### src/rtl/array_serializer.sv
// array_serializer: double-buffered array-to-beat serializer.
// One handshake accepts a whole ARRAY_HEIGHT x ARRAY_WIDTH x CELL_WIDTH array.
// The array is streamed as OUT_WIDTH-bit beats. Each array carries its own
// runtime length. While one slot streams, the other slot can be refilled, so
// consecutive arrays leave no gap on the output.
//
// Ports:
//   clock       rising-edge clock
//   reset_n     asynchronous active-low reset
//   in_data     array to send (TOTAL bits)
//   in_length   beats to send; 0 or >= BEATS sends all BEATS beats
//   in_valid    input handshake valid
//   in_ready    at least one slot is free (registered decode)
//   out_data    current beat of the streaming slot
//   out_valid   a slot is streaming
//   out_ready   downstream accepts the beat
//   out_last    current beat is the final beat of its array
module array_serializer #(
    parameter int unsigned ARRAY_HEIGHT = 16,
    parameter int unsigned ARRAY_WIDTH  = 3,
    parameter int unsigned CELL_WIDTH   = 8,
    parameter int unsigned OUT_WIDTH    = 8,
    parameter bit          MSB_FIRST    = 1'b0,
    localparam int unsigned TOTAL    = ARRAY_HEIGHT * ARRAY_WIDTH * CELL_WIDTH,
    localparam int unsigned BEATS    = TOTAL / OUT_WIDTH,
    localparam int unsigned LEN_BITS = $clog2(BEATS + 1)
) (
    input  logic                 clock,
    input  logic                 reset_n,
    input  logic [TOTAL-1:0]     in_data,
    input  logic [LEN_BITS-1:0]  in_length,
    input  logic                 in_valid,
    output logic                 in_ready,
    output logic [OUT_WIDTH-1:0] out_data,
    output logic                 out_valid,
    input  logic                 out_ready,
    output logic                 out_last
);

    localparam int unsigned IDX_BITS = (BEATS > 1) ? $clog2(BEATS) : 1;
    localparam logic [LEN_BITS-1:0] BEATS_LEN = LEN_BITS'(BEATS);
    localparam logic [IDX_BITS-1:0] LAST_BEAT = IDX_BITS'(BEATS - 1);

    // The array must split into a whole number of beats.
    if ((TOTAL % OUT_WIDTH) != 0) begin : g_width_check
        $error("array_serializer: TOTAL must be a multiple of OUT_WIDTH");
    end

    // Slot storage: each slot is viewed as BEATS packed beats.
    logic [BEATS-1:0][OUT_WIDTH-1:0] slot_data [2];
    logic [LEN_BITS-1:0]             slot_len  [2];

    // Pointer and occupancy state.
    logic                wr_ptr;
    logic                rd_ptr;
    logic [1:0]          count;
    logic [IDX_BITS-1:0] idx;

    logic                wr_ptr_n;
    logic                rd_ptr_n;
    logic [1:0]          count_n;
    logic [IDX_BITS-1:0] idx_n;

    logic                accept;
    logic                send;
    logic                send_last;
    logic [LEN_BITS-1:0] eff_len;
    logic [IDX_BITS-1:0] last_idx;
    logic [IDX_BITS-1:0] beat_sel;

    // Handshake decode and output beat selection.
    always_comb begin
        in_ready  = (count != 2'd2);
        out_valid = (count != 2'd0);

        // Length is clamped once at write time so the read side sees 1..BEATS.
        eff_len = ((in_length == '0) || (in_length >= BEATS_LEN)) ? BEATS_LEN : in_length;

        last_idx = IDX_BITS'(slot_len[rd_ptr] - LEN_BITS'(1));
        out_last = out_valid && (idx == last_idx);

        // Beat order always advances from idx 0; only the bit position mirrors.
        beat_sel = MSB_FIRST ? (LAST_BEAT - idx) : idx;
        out_data = out_valid ? slot_data[rd_ptr][beat_sel] : '0;

        accept    = in_valid && in_ready;
        send      = out_valid && out_ready;
        send_last = send && out_last;
    end

    // Next-state for pointers, occupancy and beat index.
    always_comb begin
        wr_ptr_n = wr_ptr;
        rd_ptr_n = rd_ptr;
        count_n  = count;
        idx_n    = idx;

        if (accept) begin
            wr_ptr_n = ~wr_ptr;
        end
        if (send_last) begin
            rd_ptr_n = ~rd_ptr;
        end

        unique case ({accept, send_last})
            2'b10:   count_n = count + 2'd1;
            2'b01:   count_n = count - 2'd1;
            default: count_n = count;
        endcase

        if (send_last) begin
            idx_n = '0;
        end else if (send) begin
            idx_n = idx + IDX_BITS'(1);
        end
    end

    // State registers.
    always_ff @(posedge clock or negedge reset_n) begin
        if (!reset_n) begin
            wr_ptr <= 1'b0;
            rd_ptr <= 1'b0;
            count  <= 2'd0;
            idx    <= '0;
        end else begin
            wr_ptr <= wr_ptr_n;
            rd_ptr <= rd_ptr_n;
            count  <= count_n;
            idx    <= idx_n;
        end
    end

    // Slot write; never targets the streaming slot because in_ready implies a free slot.
    always_ff @(posedge clock or negedge reset_n) begin
        if (!reset_n) begin
            for (int s = 0; s < 2; s++) begin
                slot_data[s] <= '0;
                slot_len[s]  <= '0;
            end
        end else if (accept) begin
            slot_data[wr_ptr] <= in_data;
            slot_len[wr_ptr]  <= eff_len;
        end
    end

endmodule

### config.mk
export PLATFORM = sky130hd
export DESIGN_NAME = array_serializer
export DESIGN_NICKNAME = d
export VERILOG_FILES = /design/src/rtl/array_serializer.sv
export SDC_FILE = /design/constraint.sdc
export NUM_CORES = 1
export LEC_CHECK = 0
export CORE_MARGIN = 10
export CORE_UTILIZATION = 60
export DETAILED_ROUTE_END_ITERATION = 6
export PLACE_DENSITY = 0.82
export SETUP_SLACK_MARGIN = 0.1
export SLEW_MARGIN = 20
export SYNTH_ARGS = -nofsm -noshare
export SYNTH_HDL_FRONTEND = slang
export SYNTH_SLANG_ARGS = --single-unit
export TNS_END_PERCENT = 100
### constraint.sdc
create_clock -name clock -period 8.2 [get_ports clock]
set_input_delay 1.64 -clock clock [delete_from_list [all_inputs] [get_ports clock]]
set_output_delay 1.64 -clock clock [all_outputs]
set_load 0.02 [all_outputs]
==> results of run 1 <==
sequential cells by signal (all words and copies together), names as in the netlist:
| signal | count |
|---|---|
| slot_data | 768 |
| slot_len | 12 |
| beat_sel | 6 |
| count | 2 |
| rd_ptr | 1 |
| wr_ptr | 1 |
routing by layer:
metal	vias up	part of all wire
met5	-	0.00047
met4	8	0.051
met3	278	0.084
met2	1382	0.48
met1	13650	0.38
li1	11360	-
power by group:
group / switching, W / internal, W / total [W] / leakage, nW
registers: 0.00128 / 0.00585 / 0.00713 / 9.55
clock network: 0.00154 / 0.00220 / 0.00374 / 1.31
logic: 0.00377 / 0.00343 / 0.00720 / 8.81
total: 0.00659 / 0.0115 / 0.0181 / 19.7
through the flow:
step	cell area, µm²	util	worst slack (ps)	total power, W
after floorplan	36060	-	4001	0.01183
after global placement	40370	0.6815	2443	0.01370
after detailed placement	40370	0.6815	2344	0.01412
after CTS	43070	0.7269	1675	0.01796
after global routing	43100	0.7275	1435	0.01895
final	43100	0.7275	1575	0.01806
cell families after synthesis:
family | after synthesis | synth area share
DFF | 790 | 0.5483
xor gates and xnor gates | 13 | 0.003158
buffers and inverters | 211 | 0.02922
and+or+nand+nor | 1286 | 0.1377
muxes | 675 | 0.2491
AOI/OAI and AO/OA | 168 | 0.03151
adders and majority gates | 3 | 0.001041
worst paths after layout:
path,from,to,slack (ps)
min in group asynchronous,reset_n,slot_data[325],1110
hold reg to reg,slot_data[586],slot_data[586],470
hold / removal,slot_data[586],slot_data[586],470
setup reg to reg,rd_ptr,count[1],4550
max in group asynchronous,reset_n,rd_ptr,5280
setup / recovery,beat_sel[0],out_data[5],1580
tightest hold or removal path, stage by stage (launching register included):
cell and delay (ps):
dfrtp_1 340, nand2_1 50, nand2_1 60
Yosys cell counts (4+ instances only):
master	n	area, µm²
clkbuf_1	121	454.2
nand3_1	20	100.1
a22o_1	10	87.58
dfrtp_1	790	19770
buf_2	45	225.2
a22oi_1	23	172.7
a21oi_1	24	120.1
a211o_1	4	35.03
mux2i_1	143	1431
o221ai_1	14	122.6
o22ai_1	10	62.56
a31oi_1	11	68.82
o21ai_1	10	50.05
a221oi_1	7	61.31
nor2_1	18	67.56
a211oi_1	9	67.56
buf_4	24	180.2
buf_1	4	15.01
buf_6	13	146.4
o21ai_0	32	160.2
xnor2_1	8	70.07
and2_1	4	25.02
mux4_2	137	3085
nor3_1	10	50.05
nand2_1	1206	4527
o211ai_1	4	30.03
mux2_2	393	4425
xor2_1	5	43.79
nor2b_1	6	37.54
nand4_1	4	25.02
final cells by class:
type / instances / area [µm²]
diodes: 2 / 5.005
multi-input cells: 2145 / 15270
flip-flops and latches: 790 / 19790
inverters: 2 / 7.507
clock inverters: 21 / 251.5
fillers: 3823 / 16140
clock buffers: 129 / 2442
repair buffers: 434 / 4373
well taps: 773 / 967.2
==> flow_metrics.py, run 1 <==
metrics = {
    "finish": {
        "layout_commonest_cell": "nand2_1",
        "num-nets-final": 3852,
        "mostFrequentLayoutCells": "nand2_1, dfrtp_1, clkdlybuf4s50_1, mux2_2, mux2i_1",
        "final_cells": 4296,
        "drive_gt1_frac": 0.1982,
        "area_delta_synth_final_pct": 19.54,
    },
    "cts": {
        "clk_pin_slew_ps": 60,
        "cts_hold_buf": 0,
        "cts_tree": "yes",
        "cts.path.max_buffers": 3,
        "ctsRootBufferMaster": "clkbuf_16",
        "cts_resized": 0,
        "clk_latency_ps": 630,
        "cts_sinks": 790,
        "cts-htree-levels": 3,
        "post_cts_buffers": 0,
        "cts_buffers": 82,
    },
    "critical_path": {
        "critical_path_class": "reg2out",
        "worst_r2r_path_depth": 10,
        "crit_fanout": 47,
        "cp.arrival_ps": 4980,
        "cpLargestDelayFamily": "buffers and inverters",
        "crit_cells": 8,
        "path_cells": "buf_4 -> nand3_1 -> o22ai_1 -> a211oi_2 -> o21ai_1 -> and3_1 -> a311o_1 -> clkdlybuf4s50_1",
        "worst_path_max_delay_cell": "dfrtp_4",
        "required_ps": 6560,
        "path_buf_inv": 2,
        "critPathLaunchType": "flop",
        "cp-end-kind": "primary output",
        "cp_slowest_stage_delay_ps": 960,
    },
    "power": {
        "irDropWorstVdd_mv": 0.2822,
        "power_leakage_nw": 19.67,
        "p_per_area_nw_per_um2": 419.1,
    },
    "sta": {
        "finalSetupTns_ps": 0,
        "final_max_slew_viol_count": 0,
        "tightest_slew_ps": 1255,
        "hold_viol_final": 0,
        "slew_headroom": 0.1636,
        "whs_ps": 471.0,
        "grt_setup_unrepaired": "false",
        "clock.fmax_ghz": 0.1510,
        "setup_viol": 0,
        "finClkSkew_ps": 17.01,
        "fin_crit_ps": 6625,
        "period_share": 0.8079,
    },
    "place": {
        "dp.cells": 4143,
        "gp_congestion": 0.8784,
        "io_buffers": 404,
        "hpwl_um": 72170,
    },
    "global_routing": {
        "gr-total-overflow": 0,
        "globalRouteTotalUtil": 0.3037,
        "grtUsageMet3": 0.07252,
        "grt_max_degree": 207,
        "grt_busiest_layer": "met2",
        "grt_antenna_before_repair": 6,
        "grt_util_met2": 0.4908,
        "grt.met1_usage": 0.3816,
        "grt_pass1_wl_um": 164800,
        "first_global_vias": 28020,
    },
    "worst_hold_path": {
        "hp-class": "reg2reg",
        "hold_depth": 2,
    },
    "route": {
        "ant_nets": 0,
        "vias": 26670,
        "drt-initial-drc-count": 3074,
        "drc": 0,
        "wirelength_um": 108100,
        "viasPerCell": 6.209,
        "first_pass_iters": 5,
        "wire_per_inst_um": 25.17,
    },
    "synthesis": {
        "synthArstFlopShare": 1.000,
        "synth_cell_type_count": 53,
        "synth_edf_count": 0,
        "ys_seq_elements": 790,
        "synth_ff_type": "dfrtp_1",
        "syn_area_um2": 36060,
        "synth_cells": 3146,
        "ys_seq_area_frac": 0.5483,
        "syn_nets": 3543,
        "ys_warn_count": 0,
        "avgSynthCellArea_um2": 11.46,
    },
    "job": {
        "maxCapViolCount": 0,
    },
    "floorplanning": {
        "start_util": 0.6086,
        "die_y_um": 265.1,
        "die_area_um2": 70300,
        "core_um2": 59240,
        "die_w_um": 265.1,
        "io_pins": 405,
        "rows": 89,
    },
    "run_status": {
        "status": "complete, no violations",
    },
}
Power figures use the tool's default switching activity.
==> run 2: changes to the inputs <==
--- a/config.mk
+++ b/config.mk
@@ -6,9 +6,9 @@
 export NUM_CORES = 1
 export LEC_CHECK = 0
 export CORE_MARGIN = 10
-export CORE_UTILIZATION = 60
+export CORE_UTILIZATION = 51
 export DETAILED_ROUTE_END_ITERATION = 6
-export PLACE_DENSITY = 0.82
+export PLACE_DENSITY = 0.74
 export SETUP_SLACK_MARGIN = 0.1
 export SLEW_MARGIN = 20
 export SYNTH_ARGS = -nofsm -noshare
==> constraint.sdc (replaced) <==
create_clock -name clock -period 5.66 [get_ports clock]
set_input_delay 1.132 -clock clock [delete_from_list [all_inputs] [get_ports clock]]
set_output_delay 1.132 -clock clock [all_outputs]
set_load 0.02 [all_outputs]
==> run 2 against run 1 <==
Clock skew up 12 ps. Global-route usage down 4.2 points. Critical path depth down 1. Non-clock buffer count up 25. Combinational power up 46%. Wire length up 0.16%. Sequential share of layout area down 0.64 points. Critical endpoint is now out_data[2]. Largest power group unchanged.
==> flow_metrics.py, run 2 (synthesized netlist as in run 1, its figures left out) <==
metrics = {
    "cts": {
        "cts_buffers": 84,
        "cts_tree": "yes",
        "cts_sinks": 790,
        "clk_pin_slew_ps": 60,
        "clk_latency_ps": 650,
        "ctsRootBufferMaster": "clkbuf_16",
        "cts_resized": 0,
        "cts-htree-levels": 3,
        "cts.path.max_buffers": 3,
    },
    "finish": {
        "area_delta_synth_final_pct": 21.22,
        "num-nets-final": 3879,
        "largest_reg_flops": 768,
        "layout_commonest_cell": "nand2_1",
        "drive_gt1_frac": 0.2079,
        "post-route-util": 0.6241,
        "fill_cells": 5413,
        "antenna_cells": 0,
        "mostFrequentLayoutCells": "nand2_1, dfrtp_1, clkdlybuf4s50_1, mux2_2, mux2i_1",
        "largest-register": "slot_data",
    },
    "critical_path": {
        "cpLargestDelayFamily": "compound AO/OA/AOI/OAI gates",
        "worst_path_max_delay_cell": "and2_1",
        "path_cells": "and2_1 -> a22o_1 -> a21oi_1 -> a31oi_1 -> o221ai_1 -> a211o_1 -> clkdlybuf4s50_1",
        "cp_slowest_stage_delay_ps": 780,
        "critPathLaunchType": "flop",
        "r2r_end": "count[1]",
        "critical_path_class": "reg2out",
        "r2r-start": "rd_ptr",
        "cp-end-kind": "primary output",
        "worst_r2r_path_depth": 10,
        "path_buf_inv": 1,
        "cp.arrival_ps": 4240,
        "required_ps": 4530,
        "ff2ff_setup_slack_ps": 2390,
        "crit_fanout": 29,
    },
    "sta": {
        "clock.fmax_ghz": 0.1863,
        "final_max_slew_viol_count": 0,
        "fin_crit_ps": 5368,
        "hold_viol_final": 0,
        "finalSetupTns_ps": 0,
        "grt_setup_unrepaired": "false",
        "period_share": 0.9484,
        "setup_viol": 0,
        "finClkSkew_ps": 29.09,
        "tightest_slew_ps": 1319,
        "slew_headroom": 0.1208,
    },
    "global_routing": {
        "gr-total-overflow": 0,
        "grt_antenna_before_repair": 2,
        "grt_max_degree": 170,
        "grt_pass1_wl_um": 165100,
        "globalRouteTotalUtil": 0.2619,
        "first_global_vias": 26710,
    },
    "run_status": {
        "status": "complete, no violations",
    },
    "power": {
        "irDropWorstVdd_mv": 0.3759,
        "p_per_area_nw_per_um2": 601.5,
        "power_leakage_nw": 19.90,
    },
    "worst_hold_path": {
        "hp-start": "slot_data[415]",
        "hold_depth": 2,
        "hp-class": "reg2reg",
        "holdPathEnd": "slot_data[415]",
    },
    "place": {
        "hpwl_um": 73900,
        "io_buffers": 404,
        "gp_congestion": 0.8485,
    },
    "route": {
        "vias": 25800,
        "viasPerCell": 5.753,
        "wirelength_um": 108300,
        "ant_nets": 0,
        "wire_per_inst_um": 24.15,
        "drt-initial-drc-count": 2583,
        "drc": 0,
        "first_pass_iters": 5,
    },
    "floorplanning": {
        "die_w_um": 285.9,
        "die_area_um2": 81740,
        "rows": 97,
        "io_pins": 405,
        "start_util": 0.5149,
        "core_um2": 70030,
        "die_y_um": 285.9,
    },
    "job": {
        "maxCapViolCount": 0,
    },
}
[run 2: cell types whose count changed in the layout (fill, tap and decap cells not counted), moves of 2 or more]
cell        previous run  this run
buf_12                 6        20
buf_4                 22        35
clkbuf_1              29        15
clkbuf_8              15        20
clkinv_2               9        16
clkinvlp_4             4         2
diode_2                2         0
inv_16                 0         3
inv_6                  2         4
nor2b_2                1         3
[run 2: repair_timing]
item                       4_1_cts  5_1_grt
setup endpoints to repair        1        1
setup buffers                    1        1
hold buffers                     0        0
pin swaps                        0        0
[run 2: stage by stage]
stage | cell area [µm²] | instances | worst slack (ps) | power [W] | hold WS [ps]
after global routing | 43710 | 4485 | 257.9 | 0.02775 | 488.1
final | 43710 | 4485 | 292.3 | 0.02629 | 468.0
after floorplan | 36060 | 3146 | 1969 | 0.01715 | 437.5
after detailed placement | 40910 | 4334 | 686.1 | 0.02064 | 456.6
after CTS | 43690 | 4484 | 229.6 | 0.02629 | 470.9
after global placement | 40910 | 4334 | 701.8 | 0.02031 | 451.4
[run 2: per-layer routing]
metal  wire, µm  vias up  track usage
met4       3403        4      0.08488
met1      44400    13190       0.3498
li1           -    11440            -
met2      52540      978       0.4247
met5         26        -            0
met3       7947      193      0.05502
[run 2: worst max path at each step]
stage	start	endpoint	slack, ps	cells after the start
after floorplan	rd_ptr	out_last	1970	11
after CTS	beat_sel[0]	out_data[6]	230	7
final	beat_sel[1]	out_data[2]	290	7
after global routing	rd_ptr	out_data[2]	260	8
after global placement	beat_sel[0]	out_data[6]	700	7
after detailed placement	beat_sel[0]	out_data[6]	690	7
[run 2: cell type report]
type / count / area [µm²] / area share
timing repair buffer: 459 / 4712 / 0.1078
inverter: 2 / 7.507 / 0.0001718
multi-input combinational: 2145 / 15270 / 0.3493
clock buffer: 119 / 2434 / 0.05568
sequential: 790 / 19790 / 0.4527
tap: 940 / 1176 / 0.02691
clock inverter: 30 / 326.6 / 0.007471
[run 2: worst min-delay path: cells and delay by family, from the launching register on]
family | cells | cell delay, ps
flip-flops | 1 | 330
AND/OR/NAND/NOR | 2 | 100
[run 2: power breakdown]
part	internal, W	leakage, nW	total [W]	switching (W)
Sequential	0.00847	9.55	0.0102	0.00176
Clock	0.00320	1.37	0.00552	0.00233
Combinational	0.00510	8.97	0.0105	0.00544
Total	0.0168	19.9	0.0263	0.00953
